<file path="src/rtl/io_pkg.sv">
// Shared defaults and helpers for the io_ctrl port controller.
package io_pkg;

    localparam int IO_WIDTH       = 8;
    localparam int IO_NPORTS      = 4;
    localparam int IO_SYNC_STAGES = 2;

    // Width of a port index; never below one bit.
    function automatic int port_idx_width(input int nports);
        return (nports <= 2) ? 1 : $clog2(nports);
    endfunction

endpackage

</file>
<file path="src/rtl/io_sync.sv">
// Multi-flop vector synchroniser; every bit of d_i crosses STAGES flops.
module io_sync #(
    parameter int W      = 8,
    parameter int STAGES = 2
) (
    input  logic         clk,
    input  logic         reset_n,
    input  logic [W-1:0] d_i,
    output logic [W-1:0] q_o
);

    logic [STAGES-1:0][W-1:0] stage_q;

    always_ff @(posedge clk or negedge reset_n) begin
        if (!reset_n) begin
            stage_q <= '0;
        end else begin
            stage_q <= {stage_q[STAGES-2:0], d_i};
        end
    end

    assign q_o = stage_q[STAGES-1];

endmodule

</file>
<file path="src/rtl/io_ctrl.sv">
// CPU-facing IO port bank: registered outputs with strobes, synchronised inputs,
// sticky per-port change flags and a masked interrupt.
module io_ctrl
    import io_pkg::*;
#(
    parameter int WIDTH       = IO_WIDTH,
    parameter int NPORTS      = IO_NPORTS,
    parameter int SYNC_STAGES = IO_SYNC_STAGES,
    localparam int SEL_W      = port_idx_width(NPORTS)
) (
    input  logic                     clk,
    input  logic                     reset_n,
    input  logic                     we,
    input  logic                     re,
    input  logic [SEL_W-1:0]         sel_port,
    input  logic [WIDTH-1:0]         wdata,
    input  logic [NPORTS*WIDTH-1:0]  in_ports,
    input  logic [NPORTS*WIDTH-1:0]  ine_ports,
    input  logic                     irq_mask_we,
    output logic [NPORTS*WIDTH-1:0]  out_ports,
    output logic [NPORTS-1:0]        out_strobe,
    output logic [WIDTH-1:0]         rdata,
    output logic [WIDTH-1:0]         rdata_e,
    output logic [NPORTS-1:0]        chg_flags,
    output logic                     irq
);

    localparam int PRIME_CYCLES = SYNC_STAGES + 1;
    localparam int CNT_W        = $clog2(PRIME_CYCLES + 1);

    logic [NPORTS*WIDTH-1:0] sync_main, sync_ext;
    logic [NPORTS*WIDTH-1:0] prev_main_q, prev_ext_q;
    logic [NPORTS*WIDTH-1:0] out_ports_q, out_ports_d;
    logic [NPORTS-1:0]       strobe_q, strobe_d;
    logic [NPORTS-1:0]       flags_q, flags_d;
    logic [NPORTS-1:0]       mask_q, mask_d;
    logic [NPORTS-1:0]       change, sel_onehot;
    logic                    irq_q, irq_d;
    logic [CNT_W-1:0]        prime_cnt_q, prime_cnt_d;
    logic                    priming;

    io_sync #(.W(NPORTS*WIDTH), .STAGES(SYNC_STAGES)) u_sync_main (
        .clk     (clk),
        .reset_n (reset_n),
        .d_i     (in_ports),
        .q_o     (sync_main)
    );

    io_sync #(.W(NPORTS*WIDTH), .STAGES(SYNC_STAGES)) u_sync_ext (
        .clk     (clk),
        .reset_n (reset_n),
        .d_i     (ine_ports),
        .q_o     (sync_ext)
    );

    assign sel_onehot = {{(NPORTS-1){1'b0}}, 1'b1} << sel_port;

    for (genvar gi = 0; gi < NPORTS; gi++) begin : g_port
        assign change[gi] = (|(sync_main[gi*WIDTH +: WIDTH] ^ prev_main_q[gi*WIDTH +: WIDTH]))
                          | (|(sync_ext[gi*WIDTH +: WIDTH]  ^ prev_ext_q[gi*WIDTH +: WIDTH]));
        assign out_ports_d[gi*WIDTH +: WIDTH] = (we && sel_onehot[gi]) ? wdata
                                              : out_ports_q[gi*WIDTH +: WIDTH];
    end

    // Flags stay quiet until the previous-sample registers hold real input values;
    // a new set beats a same-edge read acknowledge.
    always_comb begin
        priming     = (prime_cnt_q != CNT_W'(PRIME_CYCLES));
        prime_cnt_d = priming ? prime_cnt_q + 1'b1 : prime_cnt_q;
        strobe_d    = we ? sel_onehot : '0;
        mask_d      = irq_mask_we ? wdata[NPORTS-1:0] : mask_q;
        flags_d     = (flags_q & ~(re ? sel_onehot : '0)) | (priming ? '0 : change);
        irq_d       = |(flags_q & mask_q);
    end

    always_ff @(posedge clk or negedge reset_n) begin
        if (!reset_n) begin
            prev_main_q <= '0;
            prev_ext_q  <= '0;
            out_ports_q <= '0;
            strobe_q    <= '0;
            flags_q     <= '0;
            mask_q      <= '0;
            irq_q       <= 1'b0;
            prime_cnt_q <= '0;
        end else begin
            prev_main_q <= sync_main;
            prev_ext_q  <= sync_ext;
            out_ports_q <= out_ports_d;
            strobe_q    <= strobe_d;
            flags_q     <= flags_d;
            mask_q      <= mask_d;
            irq_q       <= irq_d;
            prime_cnt_q <= prime_cnt_d;
        end
    end

    assign out_ports  = out_ports_q;
    assign out_strobe = strobe_q;
    assign chg_flags  = flags_q;
    assign irq        = irq_q;
    assign rdata      = sync_main[sel_port*WIDTH +: WIDTH];
    assign rdata_e    = sync_ext[sel_port*WIDTH +: WIDTH];

endmodule

</file>
<file path="config.mk">
export PLATFORM = sky130hd
export DESIGN_NAME = io_ctrl
export DESIGN_NICKNAME = d
export VERILOG_FILES = /design/src/rtl/io_pkg.sv /design/src/rtl/io_sync.sv /design/src/rtl/io_ctrl.sv
export SDC_FILE = /design/constraint.sdc
export NUM_CORES = 1
export LEC_CHECK = 0
export CAP_MARGIN = 10
export CELL_PAD_IN_SITES_DETAIL_PLACEMENT = 1
export CELL_PAD_IN_SITES_GLOBAL_PLACEMENT = 1
export CORE_ASPECT_RATIO = 0.9
export CORE_UTILIZATION = 40
export DETAILED_ROUTE_END_ITERATION = 16
export PLACE_DENSITY_LB_ADDON = 0.15
export SETUP_SLACK_MARGIN = 0.3
export SYNTH_ARGS = -nofsm -noshare
export SYNTH_HDL_FRONTEND = slang
export SYNTH_SLANG_ARGS = --single-unit
</file>
<file path="constraint.sdc">
create_clock -name clk -period 2.85 [get_ports clk]
set_input_delay 0.57 -clock clk [delete_from_list [all_inputs] [get_ports clk]]
set_output_delay 0.57 -clock clk [all_outputs]
set_load 0.02 [all_outputs]
</file>
==> results.tsv <==
metric	value	unit
fin_tns_setup	0	ns
leakage	4.42	nW
grt_pass1_wl	25800	um
setup_viol	0	
ir_drop	392	uV
fmax	409	MHz
hold_viol_final	0	
grt_busiest_layer	met2	
drive_gt1_frac	0.161	
cp.required	2.28	ns
port_buffers	135	
crit_fanout	11	
yosys.area.top_type_share	0.782	
yosys_warnings	0	
root_buffer	clkbuf_16	
synthesis.nets	499	
tightest_slew	0.783	ns
gp_congestion	0.713	
hp-class	in -> async	
core_area	0.0185	sq mm
slew_violations	0	
start_kind	input port	
netlist_instances	419	
fp.dieH	133	um
postCtsSetupBuffers	0	
clk_latency	0.52	ns
drtIter0Drc	144	
htreeDepth	1	
nets	667	
clkTransAtPathRegs	0.06	ns
powerDensity	743	mW/mm^2
fin_hold_ws	0.0466	ns
syn_area	0.00765	sq mm
slew_headroom	0.473	
status	finished, final reports clean	
cts_buffer_depth	3	
yosys.area.top_type	dfrtp_1	
area_growth	33.0	%
synth_cell_types	25	
synth-seq-cells	239	
num_antenna_cells	0	
ys_top_cells_by_area	dfrtp_1, xor2_1, mux4_2	
grt_max_degree	93	
rsz0062_at_grt	false	
ys_seq_area_frac	0.782	
yosysMostFrequentCell	dfrtp_1	
ff2ff_setup_slack	0.92	ns
drcViolationCount	0	
cts_buffers	25	
cts.sinks	239	
antenna_left	0	
io-pin-count	136	
cap_violations	0	
path_class	in -> out	
viasPerCell	4.65	
fin_crit_sh	0.859	
grtUsageMet1	0.235	
rows	47	
worstSetupEndpointType	primary output	
first_pass_iters	4	
hpwl	10600	um
met3_usage	0.0315	
wirelength	15800	um
avgSynthCellArea	18.2	sq um
synth-async-reset-ratio	1.00	
start_util	0.413	
fin_util	0.549	
crit_arrival	1.88	ns
wire_per_inst	18.6	um
cts_tree	built	
grt_pass1_vias	4561	
overflow	0	
die_x	148	um
grt.met2_usage	0.292	
fin_crit	2.45	ns
grt_util_all_layers	0.174	
route.vias.total	3950	
synth_common_cells	dfrtp_1, xor2_1, mux2_2	
holdBufCountCts	0	
finalClockSkew	0.0122	ns
antenna_found_initial	0	
synthFlopType	dfrtp_1	
die-area	0.0197	sq mm
synth-edff-count	0	
-- metrics by stage --
step	power, mW	std cells	setup WS [ns]	cell area, sq um
2_1_floorplan	4.14	419	0.931	7650
3_3_place_gp	4.62	804	0.0796	9390
3_5_place_dp	4.65	804	0.0652	9390
4_1_cts	7.69	849	0.309	10200
5_1_grt	7.88	849	0.361	10200
6_report	7.56	849	0.403	10200
-- state kept, by name, indices dropped and copies added (netlist names) --
register / cells
out_ports: 32
prev_ext_q: 32
prev_main_q: 32
u_sync_ext.q_o: 32
u_sync_ext.stage_q: 32
u_sync_main.q_o: 32
u_sync_main.stage_q: 32
chg_flags: 4
mask_q: 4
out_strobe: 4
prime_cnt_q: 2
irq: 1
-- placed cells by master, fill, tap and decap left out, drive strengths merged --
cell | netlist | final
o21ai | 1 | 1
dlygate4sd2 | 0 | 15
buf | 5 | 12
dlymetal6s2s | 0 | 2
mux2 | 29 | 29
dfrtp | 239 | 239
nand3 | 2 | 2
bufbuf | 0 | 1
a22oi | 2 | 2
nor3b | 1 | 1
xor2 | 48 | 48
and2b | 1 | 1
nand2 | 28 | 28
clkinv | 1 | 7
nor4 | 12 | 12
clkdlybuf4s50 | 0 | 116
clkbuf | 0 | 37
o41ai | 1 | 1
inv | 2 | 3
xnor2 | 17 | 17
ha | 1 | 1
nand3b | 2 | 2
a22o | 3 | 3
nand4 | 7 | 7
mux4 | 16 | 16
nand2b | 1 | 1
-- logic make-up after synthesis --
logic type | share of synthesized area
DFF | 0.782
xor gates and xnor gates | 0.0745
and+or+nand+nor | 0.0378
muxes | 0.0898
buffers and inverters | 0.00687
AOI/OAI and AO/OA | 0.00720
adders and majority gates | 0.00164
-- routing by layer --
metal | part of all wire | wire length, um | vias up
li1 | - | - | 1761
met5 | 0 | 0 | -
met1 | 0.43 | 6880 | 2054
met3 | 0.046 | 723 | 24
met2 | 0.50 | 7890 | 111
met4 | 0.022 | 341 | 0
-- path summary, 6_finish.rpt --
path	start	to	cells after the start
worst max-delay path	sel_port[1]	rdata_e[7]	4
worst min-delay path	reset_n	u_sync_main.stage_q[6]	1
worst max register to register	u_sync_main.q_o[10]	chg_flags[1]	4
worst min register to register	u_sync_main.stage_q[17]	u_sync_main.q_o[17]	0
max in group asynchronous	reset_n	u_sync_main.stage_q[7]	2
min in group clk	u_sync_main.stage_q[17]	u_sync_main.q_o[17]	0
-- report_power, final --
| group | internal, mW | switching (mW) | total, mW |
|---|---|---|---|
| combinational | 0.427 | 0.382 | 0.809 |
| sequential | 3.62 | 0.135 | 3.76 |
| clock | 1.73 | 1.26 | 2.99 |
-- cell type report --
cell class | count | area (sq um)
clock inverter | 7 | 50.0
timing repair buffer | 146 | 1500
inverter | 3 | 11.3
tap | 245 | 307
fill | 1747 | 8360
clock buffer | 37 | 711
multi-input combinational | 172 | 1610
sequential | 239 | 5980
-- worst max-delay path: stages --
cell and delay [ns]:
dlygate4sd2_1 0.33, bufbuf_16 0.33, mux4_2 0.30, dlygate4sd2_1 0.34
-- what timing repair did --
action / 4_1_cts / 5_1_grt
cloned: 1 / 0
endpoints found under the setup margin: 16 / 2
resized for setup: 15 / 2
(Power assumes the default switching activity.)
